## src/rtl/cdc_fifo_gray_pkg.sv

```systemverilog
// Shared types and Gray-code helpers for both halves of the Gray-pointer CDC FIFO.
// The reader's optional output register is controlled by CDC_FIFO_GRAY_READER_OUTREG_EN.
package cdc_fifo_gray_pkg;

  localparam int unsigned MaxPtrWidth = 32;

  // Helpers run on a wide container; callers slice back to their pointer width.
  typedef logic [MaxPtrWidth-1:0] ptr_max_t;

  localparam ptr_max_t PTR_EMPTY = '0;

  // A pointer carries one extra wrap bit so that full and empty are distinguishable.
  function automatic int unsigned ptr_width(input int unsigned log_depth);
    return log_depth + 1;
  endfunction

  function automatic ptr_max_t binary_to_gray(input ptr_max_t bin);
    return bin ^ (bin >> 1);
  endfunction

  function automatic ptr_max_t gray_to_binary(input ptr_max_t gray);
    ptr_max_t bin;
    bin[MaxPtrWidth-1] = gray[MaxPtrWidth-1];
    for (int i = MaxPtrWidth - 2; i >= 0; i--) begin
      bin[i] = bin[i+1] ^ gray[i];
    end
    return bin;
  endfunction

endpackage

```

## src/rtl/cdc_fifo_gray_reader_gray_ptr_sync.sv

```systemverilog
// Multi-flop synchronizer for a Gray-coded pointer, followed by a Gray-to-binary decode.
// Shared by the reader and writer halves of the CDC FIFO.
module gray_ptr_sync
  import cdc_fifo_gray_pkg::*;
#(
  parameter int unsigned WIDTH       = 4,
  parameter int unsigned SYNC_STAGES = 2
) (
  input  logic             clk_i,
  input  logic             rst_ni,
  input  logic [WIDTH-1:0] gray_i,
  output logic [WIDTH-1:0] bin_o
);

  logic [WIDTH-1:0] sync_q [SYNC_STAGES];
  ptr_max_t         bin_full;

  // Straight flop chain: no logic between stages.
  always_ff @(posedge clk_i or negedge rst_ni) begin
    if (!rst_ni) begin
      for (int i = 0; i < int'(SYNC_STAGES); i++) begin
        sync_q[i] <= '0;
      end
    end else begin
      sync_q[0] <= gray_i;
      for (int i = 1; i < int'(SYNC_STAGES); i++) begin
        sync_q[i] <= sync_q[i-1];
      end
    end
  end

  assign bin_full = gray_to_binary(ptr_max_t'(sync_q[SYNC_STAGES-1]));
  assign bin_o    = bin_full[WIDTH-1:0];

endmodule

```

## src/rtl/cdc_fifo_gray_reader.sv

```systemverilog
// Read half of a Gray-pointer CDC FIFO; lives entirely in the destination clock domain.
// Define CDC_FIFO_GRAY_READER_OUTREG_EN to add a one-entry registered output stage.
module cdc_fifo_gray_reader
  import cdc_fifo_gray_pkg::*;
#(
  parameter int unsigned T_w         = 1,
  parameter int unsigned LOG_DEPTH   = 3,
  parameter int unsigned SYNC_STAGES = 2
) (
  input  logic                 clk_i,
  input  logic                 rst_ni,
  input  logic [LOG_DEPTH:0]   async_wptr_gray_i,
  output logic [LOG_DEPTH:0]   async_rptr_gray_o,
  output logic [LOG_DEPTH-1:0] mem_ridx_o,
  input  logic [T_w-1:0]       mem_rdata_i,
  output logic [T_w-1:0]       dst_data_o,
  output logic                 dst_valid_o,
  input  logic                 dst_ready_i,
  output logic [LOG_DEPTH:0]   fill_o
);

  localparam int unsigned PTR_WIDTH = ptr_width(LOG_DEPTH);
  typedef logic [PTR_WIDTH-1:0] ptr_t;
  localparam ptr_t DEPTH = ptr_t'(1 << LOG_DEPTH);

  ptr_t     wptr_bin;
  ptr_t     rptr_bin_q, rptr_bin_d;
  ptr_t     rptr_gray_q, rptr_gray_d;
  ptr_t     rptr_bin_inc;
  ptr_max_t rptr_gray_inc;
  ptr_t     mem_fill;
  logic     mem_valid;
  logic     mem_pop;

  gray_ptr_sync #(
    .WIDTH       (PTR_WIDTH),
    .SYNC_STAGES (SYNC_STAGES)
  ) u_wptr_sync (
    .clk_i  (clk_i),
    .rst_ni (rst_ni),
    .gray_i (async_wptr_gray_i),
    .bin_o  (wptr_bin)
  );

  assign mem_valid     = (wptr_bin != rptr_bin_q);
  assign mem_fill      = wptr_bin - rptr_bin_q;
  assign rptr_bin_inc  = rptr_bin_q + ptr_t'(1);
  assign rptr_gray_inc = binary_to_gray(ptr_max_t'(rptr_bin_inc));

  always_comb begin
    rptr_bin_d  = rptr_bin_q;
    rptr_gray_d = rptr_gray_q;
    if (mem_pop) begin
      rptr_bin_d  = rptr_bin_inc;
      rptr_gray_d = rptr_gray_inc[PTR_WIDTH-1:0];
    end
  end

  // Gray is registered so the source domain never sees a combinational glitch.
  always_ff @(posedge clk_i or negedge rst_ni) begin
    if (!rst_ni) begin
      rptr_bin_q  <= PTR_EMPTY[PTR_WIDTH-1:0];
      rptr_gray_q <= PTR_EMPTY[PTR_WIDTH-1:0];
    end else begin
      rptr_bin_q  <= rptr_bin_d;
      rptr_gray_q <= rptr_gray_d;
    end
  end

  assign async_rptr_gray_o = rptr_gray_q;
  assign mem_ridx_o        = rptr_bin_q[LOG_DEPTH-1:0];

`ifdef CDC_FIFO_GRAY_READER_OUTREG_EN
  logic           out_valid_q, out_valid_d;
  logic [T_w-1:0] out_data_q, out_data_d;

  // Refill whenever the register is empty or being drained this cycle.
  assign mem_pop = mem_valid && (!out_valid_q || dst_ready_i);

  always_comb begin
    out_valid_d = out_valid_q;
    out_data_d  = out_data_q;
    if (mem_pop) begin
      out_valid_d = 1'b1;
      out_data_d  = mem_rdata_i;
    end else if (dst_ready_i) begin
      out_valid_d = 1'b0;
    end
  end

  always_ff @(posedge clk_i or negedge rst_ni) begin
    if (!rst_ni) begin
      out_valid_q <= 1'b0;
      out_data_q  <= '0;
    end else begin
      out_valid_q <= out_valid_d;
      out_data_q  <= out_data_d;
    end
  end

  assign dst_valid_o = out_valid_q;
  assign dst_data_o  = out_data_q;
  assign fill_o      = mem_fill + {{(PTR_WIDTH-1){1'b0}}, out_valid_q};
`else
  assign mem_pop     = dst_valid_o && dst_ready_i;
  assign dst_valid_o = mem_valid;
  assign dst_data_o  = mem_rdata_i;
  assign fill_o      = mem_fill;
`endif

`ifndef SYNTHESIS
  assert property (@(posedge clk_i) disable iff (!rst_ni) mem_fill <= DEPTH)
    else $error("storage fill exceeds depth: %0d", mem_fill);
`endif

endmodule

```

## config.mk

```make
export PLATFORM = sky130hd
export DESIGN_NAME = cdc_fifo_gray_reader
export DESIGN_NICKNAME = d
export VERILOG_FILES = /design/src/rtl/cdc_fifo_gray_pkg.sv /design/src/rtl/cdc_fifo_gray_reader_gray_ptr_sync.sv /design/src/rtl/cdc_fifo_gray_reader.sv
export SDC_FILE = /design/constraint.sdc
export NUM_CORES = 1
export LEC_CHECK = 0
export ABC_AREA = 0
export BUFFER_PORTS_ARGS = -buffer_cell sky130_fd_sc_hd__clkbuf_2
export CAP_MARGIN = 25
export CORE_MARGIN = 2
export CORE_UTILIZATION = 30
export CTS_CLUSTER_DIAMETER = 200
export CTS_CLUSTER_SIZE = 10
export DETAILED_ROUTE_END_ITERATION = 7
export GPL_TIMING_DRIVEN = 0
export HOLD_SLACK_MARGIN = 0.06
export PLACE_DENSITY = 0.5
export SYNTH_ARGS = -nofsm -noshare
export SYNTH_HDL_FRONTEND = slang
export SYNTH_SLANG_ARGS = --single-unit
```

## constraint.sdc

```tcl
create_clock -name clk_i -period 3.6 [get_ports clk_i]
set_input_delay 0.18 -clock clk_i [delete_from_list [all_inputs] [get_ports clk_i]]
set_output_delay 0.18 -clock clk_i [all_outputs]
set_load 0.05 [all_outputs]
```

# ---- Yosys cells after proc, flatten, opt, wreduce, memory -nomap -nowiden
# Cells that the tools add are included.
dict set report word_totals {
  romBits 0
  regBits 16
  n_memories 0
  mem_bits_rw 0
  latchBits 0
  output_inout_bits 13
}
dict set report op_classes {
  n_reduce_logical 1
  shift 0
  n_mux 0
  eq_ne 1
  div 0
  n_addsub 2
  bitwise 4
  multipliers 0
  order_cmp 0
}
# op count
set op_table {}
lappend op_table {{$add 4x1->4 const B} 1}
lappend op_table {{$ne 4x4->1} 1}
lappend op_table {{$sub 4x4->4} 1}
lappend op_table {{$xor 4x3->4} 1}
lappend op_table {{$xor 1x1->1} 3}
lappend op_table {{$logic_and 1x1->1} 1}

# ---- Longest topological paths before layout
dict set report logic_depth {
  word_depth 5
  ltp_mapped 8
  mapped_depth_nobuf 8
}

# ---- Hierarchy
# From an unflattened synthesis, not the netlist that was laid out.
dict set report unflattened {
  hier_cells 61
  hier_area_um2 737.0
}
# module n_inst area_per_inst_um2 cells_each
set modules_own_cells {}
lappend modules_own_cells {cdc_fifo_gray_reader 1 486.7 48}
lappend modules_own_cells {gray_ptr_sync 1 250.2 13}

# ---- Worst setup path after synthesis
# OpenSTA, ideal clock, no wires.
dict set report synth_path {
  path_kind {flip-flop to output port}
  startpoint {reg u_wptr_sync.sync_q (netlist bit u_wptr_sync.bin_o[3])}
  endpoint {out fill_o[2]}
  path_stages_with_launch 8
  t_required_ns 3.420
  n_path_buf 0
  slack_ns 1.049
  t_arrival_ns 2.371
  cell_sequence {dfrtp_1 > xor2_1 > xor2_1 > xnor2_1 > ha_1 > inv_1 > fa_1 > xor2_1}
}
dict set report synth_via {
  elab_chain_len 4
}
# element line_no
set synth_lines {}
lappend synth_lines {{start: declaration} cdc_fifo_gray_reader_gray_ptr_sync.sv:15} ;# logic [WIDTH-1:0] sync_q [SYNC_STAGES];
lappend synth_lines {{start signal: indexed assignment} cdc_fifo_gray_reader_gray_ptr_sync.sv:27} ;# sync_q[i] <= sync_q[i-1];
lappend synth_lines {{$xor 1x1->1 *} cdc_fifo_gray_pkg.sv:25} ;# bin[i] = bin[i+1] ^ gray[i];
lappend synth_lines {{$xor 1x1->1 (2 in series)} cdc_fifo_gray_pkg.sv:25}
lappend synth_lines {{$sub 4x4->4 *} cdc_fifo_gray_reader.sv:46} ;# assign mem_fill = wptr_bin - rptr_bin_q;
lappend synth_lines {{end: declaration} cdc_fifo_gray_reader.sv:19} ;# output logic [LOG_DEPTH:0] fill_o
# Mark *: on every way between the ends. The rest lies on a longest branch, timed or not.

# ---- Worst setup path after layout
# Ends and elaborated chain as after synthesis.

==> results.yml <==
outcome:
  status: "completed"
timing:
  post-route-period-util_pct: 71.9
  tightest_slew_ps: 364
  rsz0062_at_grt: "false"
  finalSetupTns_ps: 0
  drv_slew: 0
  setup_viol: 0
  fmax_ghz: 0.387
  period_minus_slack_ps: 2590
  hold_violations: 0
  slew_headroom_pct: 75.7
  finClkSkew_ps: 2.34
worst_setup_path:
  path_delay_family: "XOR/XNOR gates"
  required_ps: 3420
  timing.rr.end: "rptr_bin_q[1]"
  worst-path-max-fanout: 3
  startpoint_type: "register"
  cpMaxStageDelayCell: "dfrtp_1"
  endpoint_kind: "output port"
  r2r-start: "u_wptr_sync.bin_o[3]"
  max_stage_delay_ps: 400
  arrival_ps: 2410
  r2r_cells: 7
  rrSetupSlack_ps: 1450
  crit_chain: "xor2_1, xor2_1, xnor2_1, ha_1, inv_1, fa_1, xor2_1, clkbuf_2"
  cp.buffers_inverters: 2
  worstSetupPathType: "register to output port"
  cpMostUsedCell: "xor2_1"
placed_design:
  hpwl_um: 832
  place.gp.congestion: 0.633
  port_buffers: 19
  dp_cells: 102
cts:
  cts_root_buffer: "clkbuf_4"
  cts_tree: "done"
  cts_resized: 0
  cts_max_level: 1
  clkTransAtPathRegs_ps: 90
  cts_buffers: 3
  cts_sinks: 15
  clk_path_buf_depth: 2
  insertion_delay_ps: 280
detailed_routing:
  detail-route-antenna-nets: 0
  wl_mm: 1.07
  vias: 451
  drt-initial-drc-count: 3
  vias_per_cell: 4.06
  firstDrtPassIters: 4
  wl_per_cell_um: 9.66
  drc_errors: 0
yosys:
  synth_top_family_by_area: "XOR/XNOR gates"
  synthMuxAreaShare_pct: 2.17
  synthXorXnorAreaFrac_pct: 17.7
  syn_area_um2: 693
  synthCells: 55
  synthAdderAreaFrac_pct: 10.1
  synth_compound_area_share_pct: 5.42
  ys_seq_area_share_pct: 54.2
  syn_area_per_cell_um2: 12.6
  synthSimpleGateAreaFrac_pct: 5.05
  syn-num-nets: 68
  synth.distinct_cells: 18
  yosys_warnings: 0
  synth-seq-cells: 15
global_routing:
  grt_pass1_wl_mm: 1.69
  use_met2_pct: 12.2
  grt_usage_pct: 9.26
  grtUsageMet3_pct: 3.45
  antenna_found_initial: 0
  grt-busiest-layer: "met2"
  gr-total-overflow: 0
  grt_pass1_vias: 385
  grt_max_degree: 16
  grt_use_met1_pct: 11.6
finish:
  drive_above_1_share_pct: 32.5
  n_antenna_cell: 0
  area_growth_pct: 30.0
  instances_no_fill: 111
  nets: 97
floorplanning:
  dieHeight_um: 52.1
  top_level_ports: 21
  rows: 17
  die_x_um: 52.1
  start_util_pct: 31.6
  dieArea_um2: 2710
  design.core.area_um2: 2190
flow_run:
  cap_violations: 0
worst_hold_path:
  hold-path-endpoint: "rptr_bin_q[2]"
  hold_start: "dst_ready_i"
  holdPathStages: 3
  hold_path_class: "input pin to register"
tightest hold or removal path: cells and delay by family:
kind,cells,cell delay [ps]
AND/OR/NAND/NOR,1,160
buffers and inverters,1,100
XOR/XNOR,1,70
worst max path at each step:
stage               cells past startpoint  slack [ps]            startpoint         to
finish                                  8        1010  u_wptr_sync.bin_o[3]  fill_o[2]
global route                            8         820  u_wptr_sync.bin_o[3]  fill_o[2]
CTS                                     8         960  u_wptr_sync.bin_o[3]  fill_o[2]
detailed placement                      8        1280  u_wptr_sync.bin_o[3]  fill_o[2]
global placement                        8        1250  u_wptr_sync.bin_o[3]  fill_o[2]
floorplan                               7        1050  u_wptr_sync.bin_o[3]  fill_o[2]
kinds of logic after synthesis:
family | count (synthesis)
compound gates | 6
fa+ha+maj | 5
xor+xnor | 14
simple gates | 7
buf+inv | 7
flops | 15
mux | 1
final cells by class:
class / instances / area [um^2]
well taps: 28 / 35.0
plain buffers: 2 / 18.8
clock buffers: 3 / 22.5
flip-flops and latches: 15 / 375
multi-input cells: 33 / 280
repair buffers: 24 / 145
fillers: 225 / 1290
inverters: 5 / 18.8
clock inverters: 1 / 5.00
routing by layer:
metal / wire length (um) / up-vias
met5: 0 / -
met4: 12 / 0
met3: 58 / 2
met2: 487 / 12
met1: 512 / 203
li1: - / 234
Yosys cell counts:
| cell | number | area share (%) |
|---|---|---|
| xor2_1 | 6 | 7.6 |
| a21o_1 | 1 | 1.1 |
| buf_4 | 1 | 1.1 |
| a21oi_1 | 1 | 0.72 |
| mux2_4 | 1 | 2.2 |
| nand4_1 | 1 | 0.90 |
| xnor2_1 | 8 | 10 |
| ha_1 | 4 | 7.2 |
| nor2_2 | 1 | 0.90 |
| nand2_1 | 3 | 1.6 |
| nand3_1 | 1 | 0.72 |
| inv_1 | 5 | 2.7 |
| and3_1 | 1 | 0.90 |
| a41o_1 | 1 | 1.4 |
| buf_6 | 1 | 1.6 |
| fa_1 | 1 | 2.9 |
| o21ai_0 | 3 | 2.2 |
| dfrtp_1 | 15 | 54 |
cell usage in the layout, fill, tap and decap left out, types with 3 or more instances in the layout:
master         Yosys  routed
clkbuf_2           0      19
dfrtp_1           15      15
xnor2_1            8       8
xor2_1             6       6
inv_1              5       5
dlygate4sd3_1      0       5
ha_1               4       4
nand2_1            3       3
o21ai_0            3       3
clkbuf_4           0       3
registers in the layout, summed over array words and instances, names as in the netlist:
| register | count |
|---|---|
| u_wptr_sync.sync_q | 7 |
| rptr_bin_q | 4 |
| async_rptr_gray_o | 3 |
| u_wptr_sync.bin_o | 1 |
what timing repair did:
item | CTS | global route
buffers inserted | 0 | 0
hold endpoints to repair | 19 | 0
hold buffers | 5 | 0
stage by stage:
step                      util [%]  hold slack (ps)  instance area [um^2]  setup slack (ps)
after detailed placement      37.6              111                   823              1280
after floorplan                  -             -116                   693              1050
final                         41.1              270                   901              1010
after global placement        37.6              111                   823              1250
after CTS                     41.1              256                   901               957
after global routing          41.1              285                   901               816
Power is left out: the tool's default activity adds up to more than one toggle a clock period on the data nets, which glitch-free logic cannot reach.
